**config.mk**
```make
export PLATFORM = sky130hd
export DESIGN_NAME = seq_wide_adder
export DESIGN_NICKNAME = d
export VERILOG_FILES = /design/src/rtl/adder_pkg.sv /design/src/rtl/rca_16bit.sv /design/src/rtl/seq_wide_adder.sv
export SDC_FILE = /design/constraint.sdc
export NUM_CORES = 1
export LEC_CHECK = 0
export CORE_MARGIN = 2
export CORE_UTILIZATION = 38
export DETAILED_ROUTE_END_ITERATION = 6
export GPL_TIMING_DRIVEN = 0
export MAX_ROUTING_LAYER = met4
export PLACE_DENSITY = 0.62
export SLEW_MARGIN = 15
export SYNTH_ARGS = -nofsm -noshare
export SYNTH_HDL_FRONTEND = slang
export SYNTH_SLANG_ARGS = --single-unit
export TNS_END_PERCENT = 20
```
**constraint.sdc**
```tcl
create_clock -name clk -period 9.65 [get_ports clk]
set_clock_uncertainty 0.2 [all_clocks]
set_input_delay 1.93 -clock clk [delete_from_list [all_inputs] [get_ports clk]]
set_output_delay 1.93 -clock clk [all_outputs]
set_load 0.05 [all_outputs]
```
**src/rtl/adder_pkg.sv**
```systemverilog
// rtl/adder_pkg.sv - shared constants and FSM state type for the sequential wide adder
package adder_pkg;

  localparam int CHUNK_W = 16;

  typedef enum logic [1:0] {
    IDLE = 2'd0,
    RUN  = 2'd1,
    DONE = 2'd2
  } state_e;

endpackage

```
**src/rtl/rca_16bit.sv**
```systemverilog
// rtl/rca_16bit.sv - purely combinational 16-bit ripple-carry chunk adder
module rca_16bit
  import adder_pkg::*;
(
  input  logic [CHUNK_W-1:0] a,
  input  logic [CHUNK_W-1:0] b,
  input  logic               cin,
  output logic [CHUNK_W-1:0] sum,
  output logic               cout
);

  logic [CHUNK_W:0] carry;

  always_comb begin
    carry    = '0;
    sum      = '0;
    carry[0] = cin;
    for (int i = 0; i < CHUNK_W; i++) begin
      sum[i]     = a[i] ^ b[i] ^ carry[i];
      carry[i+1] = (a[i] & b[i]) | (carry[i] & (a[i] ^ b[i]));
    end
    cout = carry[CHUNK_W];
  end

endmodule

```
**src/rtl/seq_wide_adder.sv**
```systemverilog
// rtl/seq_wide_adder.sv - multi-cycle wide adder, one 16-bit chunk per clock, LSB chunk first
module seq_wide_adder
  import adder_pkg::*;
#(
  parameter  int N_CHUNKS = 4,
  localparam int W        = CHUNK_W * N_CHUNKS
) (
  input  logic         clk,
  input  logic         rst_n,
  input  logic         in_valid,
  output logic         in_ready,
  input  logic [W-1:0] a,
  input  logic [W-1:0] b,
  input  logic         cin,
  output logic         out_valid,
  input  logic         out_ready,
  output logic [W-1:0] sum,
  output logic         cout,
  output logic         ovf
);

  localparam int IDX_W = $clog2(N_CHUNKS);
  localparam logic [IDX_W-1:0] IDX_LAST = IDX_W'(N_CHUNKS - 1);

  state_e           state_q, state_d;
  logic [IDX_W-1:0] idx_q, idx_d;
  logic [W-1:0]     a_q, a_d;
  logic [W-1:0]     b_q, b_d;
  logic [W-1:0]     sum_q, sum_d;
  logic             carry_q, carry_d;
  logic             cout_q, cout_d;
  logic             ovf_q, ovf_d;
  logic             ready_arm_q;

  logic [CHUNK_W-1:0] a_chunk, b_chunk, rca_sum;
  logic               rca_cout;

  assign a_chunk = a_q[idx_q*CHUNK_W +: CHUNK_W];
  assign b_chunk = b_q[idx_q*CHUNK_W +: CHUNK_W];

  rca_16bit u_rca (
    .a    (a_chunk),
    .b    (b_chunk),
    .cin  (carry_q),
    .sum  (rca_sum),
    .cout (rca_cout)
  );

  // ready_arm_q keeps in_ready low until the first edge after reset release
  assign in_ready  = ready_arm_q && (state_q == IDLE);
  assign out_valid = (state_q == DONE);
  assign sum       = sum_q;
  assign cout      = cout_q;
  assign ovf       = ovf_q;

  always_comb begin
    state_d = state_q;
    idx_d   = idx_q;
    a_d     = a_q;
    b_d     = b_q;
    sum_d   = sum_q;
    carry_d = carry_q;
    cout_d  = cout_q;
    ovf_d   = ovf_q;
    unique case (state_q)
      IDLE: begin
        if (in_valid && in_ready) begin
          a_d     = a;
          b_d     = b;
          carry_d = cin;
          idx_d   = '0;
          state_d = RUN;
        end
      end
      RUN: begin
        sum_d[idx_q*CHUNK_W +: CHUNK_W] = rca_sum;
        carry_d = rca_cout;
        if (idx_q == IDX_LAST) begin
          cout_d  = rca_cout;
          ovf_d   = (a_q[W-1] == b_q[W-1]) && (rca_sum[CHUNK_W-1] != a_q[W-1]);
          state_d = DONE;
        end else begin
          idx_d = idx_q + 1'b1;
        end
      end
      DONE: begin
        if (out_ready) begin
          idx_d   = '0;
          state_d = IDLE;
        end
      end
      default: state_d = IDLE;
    endcase
  end

  always_ff @(posedge clk or negedge rst_n) begin
    if (!rst_n) begin
      state_q     <= IDLE;
      idx_q       <= '0;
      a_q         <= '0;
      b_q         <= '0;
      sum_q       <= '0;
      carry_q     <= 1'b0;
      cout_q      <= 1'b0;
      ovf_q       <= 1'b0;
      ready_arm_q <= 1'b0;
    end else begin
      state_q     <= state_d;
      idx_q       <= idx_d;
      a_q         <= a_d;
      b_q         <= b_d;
      sum_q       <= sum_d;
      carry_q     <= carry_d;
      cout_q      <= cout_d;
      ovf_q       <= ovf_d;
      ready_arm_q <= 1'b1;
    end
  end

endmodule

```
==> results of run 1 <==
## synth_stat cells (all sizes together) (2+ instances only)
master	n	share of area (%)
fa	16	3.5
o21ai	2	0.11
a22o	2	0.19
buf	26	3.1
nor3b	3	0.25
ha	6	0.82
inv	37	1.5
o2bb2ai	63	6.1
nand2b	3	0.21
mux2	130	19
mux4	32	7.9
nand2	7	0.29
nand3	2	0.11
clkbuf	6	0.25
nor2b	2	0.14
dfrtp	200	55
nand4	2	0.21
## area by class of cell
type	instances	area share (%)
Clock buffer	17	3.50
Sequential cell	200	41.2
Multi-Input combinational cell	282	30.0
Clock inverter	15	1.51
Inverter	37	1.14
Buffer	32	2.54
Timing Repair Buffer	201	16.7
Tap cell	319	3.29
Antenna cell	2	0.0412
## worst max path at each step
stage          startpoint  slack [ns]  endpoint  cells past startpoint
5_1_grt          idx_q[1]        0.17       ovf                     26
4_1_cts          idx_q[1]        0.48       ovf                     26
3_5_place_dp     idx_q[1]        0.50       ovf                     26
3_3_place_gp        rst_n       -1.50   b_q[62]                      1
2_1_floorplan    idx_q[0]        1.70       ovf                     26
6_report         idx_q[1]        0.58       ovf                     26
## critical path, stage by stage (launching register included)
cell,delay [ns]
sky130_fd_sc_hd__dfrtp_1,0.42
sky130_fd_sc_hd__buf_2,0.28
sky130_fd_sc_hd__clkbuf_1,0.68
sky130_fd_sc_hd__mux4_2,0.36
sky130_fd_sc_hd__inv_1,0.06
sky130_fd_sc_hd__fa_1,0.41
sky130_fd_sc_hd__fa_1,0.41
sky130_fd_sc_hd__fa_1,0.40
sky130_fd_sc_hd__fa_1,0.41
sky130_fd_sc_hd__fa_1,0.40
sky130_fd_sc_hd__fa_1,0.41
sky130_fd_sc_hd__fa_1,0.42
sky130_fd_sc_hd__fa_1,0.40
sky130_fd_sc_hd__fa_1,0.41
sky130_fd_sc_hd__fa_1,0.40
sky130_fd_sc_hd__fa_1,0.40
sky130_fd_sc_hd__fa_1,0.37
sky130_fd_sc_hd__inv_1,0.10
sky130_fd_sc_hd__fa_1,0.18
sky130_fd_sc_hd__inv_1,0.05
sky130_fd_sc_hd__fa_1,0.38
sky130_fd_sc_hd__fa_1,0.38
sky130_fd_sc_hd__inv_1,0.08
sky130_fd_sc_hd__fa_1,0.49
sky130_fd_sc_hd__nand2b_1,0.11
sky130_fd_sc_hd__o22ai_1,0.07
sky130_fd_sc_hd__mux2_2,0.27
## power groups by stage
stage	registers (W)	logic, W	clock network [W]
2_1_floorplan	0.00177	0.00150	0
3_3_place_gp	0.00146	0.00270	0
3_5_place_dp	0.00148	0.00275	0
4_1_cts	0.00147	0.00276	0.000733
5_1_grt	0.00152	0.00293	0.000770
6_report	0.00147	0.00273	0.000721
## kinds of logic after synthesis
| logic type | count (synthesis) |
|---|---|
| AO/OA/AOI/OAI | 71 |
| adder cells (fa/ha/maj) | 22 |
| buffers and inverters | 69 |
| flip-flops | 200 |
| multiplexers | 162 |
| other | 1 |
| AND/OR/NAND/NOR | 26 |
## flip-flops by register name (all words and copies together), names as in the netlist
| signal | count |
|---|---|
| a_q | 64 |
| b_q | 64 |
| carry_q | 1 |
| cout | 1 |
| idx_q | 2 |
| ovf | 1 |
| ready_arm_q | 1 |
| state_q | 2 |
| sum | 64 |
## stage by stage
| stage | TNS (ns) | hold WS (ns) | cells | power (W) | worst slack [ns] |
|---|---|---|---|---|---|
| after floorplan | 0 | 0.253 | 551 | 0.00327 | 1.70 |
| after global placement | -297.39 | 0.263 | 1070 | 0.00416 | -1.50 |
| after detailed placement | 0 | 0.273 | 1071 | 0.00423 | 0.502 |
| after CTS | 0 | 0.292 | 1103 | 0.00496 | 0.480 |
| after global routing | 0 | 0.309 | 1104 | 0.00522 | 0.172 |
| final | 0 | 0.289 | 1105 | 0.00492 | 0.578 |
## per-layer routing
layer  share of wire, %  GRT usage, %  up-vias
li1                   -             -     2458
met1                 46          27.5     2964
met2                 48          32.2      172
met3                5.0          4.23       18
met4               0.90          4.92        0
met5                  0             -        -
==> results.cfg, run 1 <==
[yosys]
yosys_warnings = 0
edff_count_synth = 0
synthesis.nets = 706
ys_ff_latch = 200
synth_sequential_area_ratio_pct = 55.0
syn_area_mm2 = 0.00910
share_of_cell_area_taken_by_muxes_after_synthesis_pct = 27.3
netlist_instances = 551
synthAdderAreaFrac_pct = 4.34
syn_area_per_cell_um2 = 16.5
post_synth_and_or_nand_nor_area_fraction_pct = 1.72
synth_top_family_by_area = multiplexers
yosys_most_used_dff = sky130_fd_sc_hd__dfrtp_1
synth-async-reset-ratio_pct = 100
synth_xor_xnor_area_share_pct = 0
yosysUniqueCellTypes = 36
synth-compound-area-share_pct = 6.68

[placement]
placement.io_buffers = 200
gp_congestion = 0.781
post_dp_cell_area_mm2 = 0.0115
detailedPlacementHpwl_mm = 17.9

[floorplanning]
core_mm2 = 0.0235
die_area_mm2 = 0.0252
die_w_um = 159
top_level_ports = 201
die_y_um = 159
num_rows = 56
initial_standard_cell_utilization_of_the_core_pct = 38.8

[finish]
finish.instance_area_mm2 = 0.0121
layout_commonest_cell = sky130_fd_sc_hd__dfrtp_1
area.growth.synth_to_final_pct = 33.5
design.final.nets = 926
postLayoutCoreUtil_pct = 51.8
multi_input_area_mm2 = 0.00365
ff_latch_area_mm2 = 0.00500
fillCellCount = 1955
final_cell_mix = sky130_fd_sc_hd__dfrtp_1, sky130_fd_sc_hd__clkdlybuf4s50_1, sky130_fd_sc_hd__mux2_4
drive_gt1_share_pct = 27.4

[global_route]
grt_max_degree = 108
antenna_violations_before_repair = 1
global_route.overflow_total = 0
wire_length_of_the_first_global_routing_pass_mm = 38.2
global_route_usage_over_all_layers_pct = 20.5
first_global_vias = 6287

[critical_path]
reg2regPathDepth = 26
critical_path.reg2reg.startpoint = idx_q[1]
arrival_ns = 9.20
path_max_fanout = 10
critical_path_required_ns = 9.78
timing.reg2reg.setup_slack_ns = 0.58
timing.critical_path.from_type = flip-flop
r2r_end = ovf
crit_type = reg2reg
worstSetupEndpointType = flip-flop

[clocking]
cts.clk_slew.worst_paths_ns = 0.08
cts-htree-levels = 4
clkSinkCount = 200
cts_tree = yes
cts_max_path_buffers = 2
cts.repair_timing.setup_buffer_count = 0
cts_inserted_buffers = 17
clk-insertion-delay-late_ns = 0.44
hold_buffers = 0
root_buffer = sky130_fd_sc_hd__clkbuf_16
cts_resized = 0

[routing]
first_pass_iteration_count_of_the_detailed_router = 4
vias_per_cell = 5.08
drt_iter0_markers = 239
route.detailed.drc = 0
postRouteWirelength_mm = 24.1
dr_total_vias = 5612
antenna_left = 0
detail_route.wl_per_cell_um = 21.9

[timing]
min_period_over_period_pct = 94.0
number_of_max_slew_violations_in_the_final_report = 0
clock.fmax_mhz = 110
period_minus_slack_ns = 9.07
unrepaired_setup_endpoints_after_global_routing = false
finalHoldViolations = 0
slew_headroom_pct = 43.1
finalSetupViolations = 0
worstMarginPinSlew_ns = 0.854

[run_status]
status = completed

[min_path]
worst_hold_startpoint = b_q[0]
timing.hold.worst_endpoint = b_q[0]
worst_hold_path.num_cells = 1
holdCritPathClass = reg2reg

[pwr]
power_density_mw_per_mm2 = 405
worst_ir_drop_vdd_mv = 0.189
p_int_w = 0.00281
comb_power_share_pct = 55.5
p_leak_nw = 5.18
sequentialPowerShare_pct = 29.9
clock_power_share_pct = 14.7
switching_power_w = 0.00211
sw_share_pct = 42.8

[run]
maxCapViolations = 0
Note: power is estimated with default switching activity, not from simulation.
==> inputs of run 2 (changes only) <==
==> constraint.sdc (replaced) <==
create_clock -name clk -period 9.65 [get_ports clk]
set_clock_uncertainty 0.2 [all_clocks]
set_input_delay 1.93 -clock clk [delete_from_list [all_inputs] [get_ports clk]]
set_output_delay 1.93 -clock clk [all_outputs]
set_load 0.1 [all_outputs]
==> results of run 2 <==
The final DEF is identical to that of run 1. Status: completed.
Power of run 2 is not shown: default switching activity piles up to over one toggle a cycle in this logic, so the estimate is an artifact.
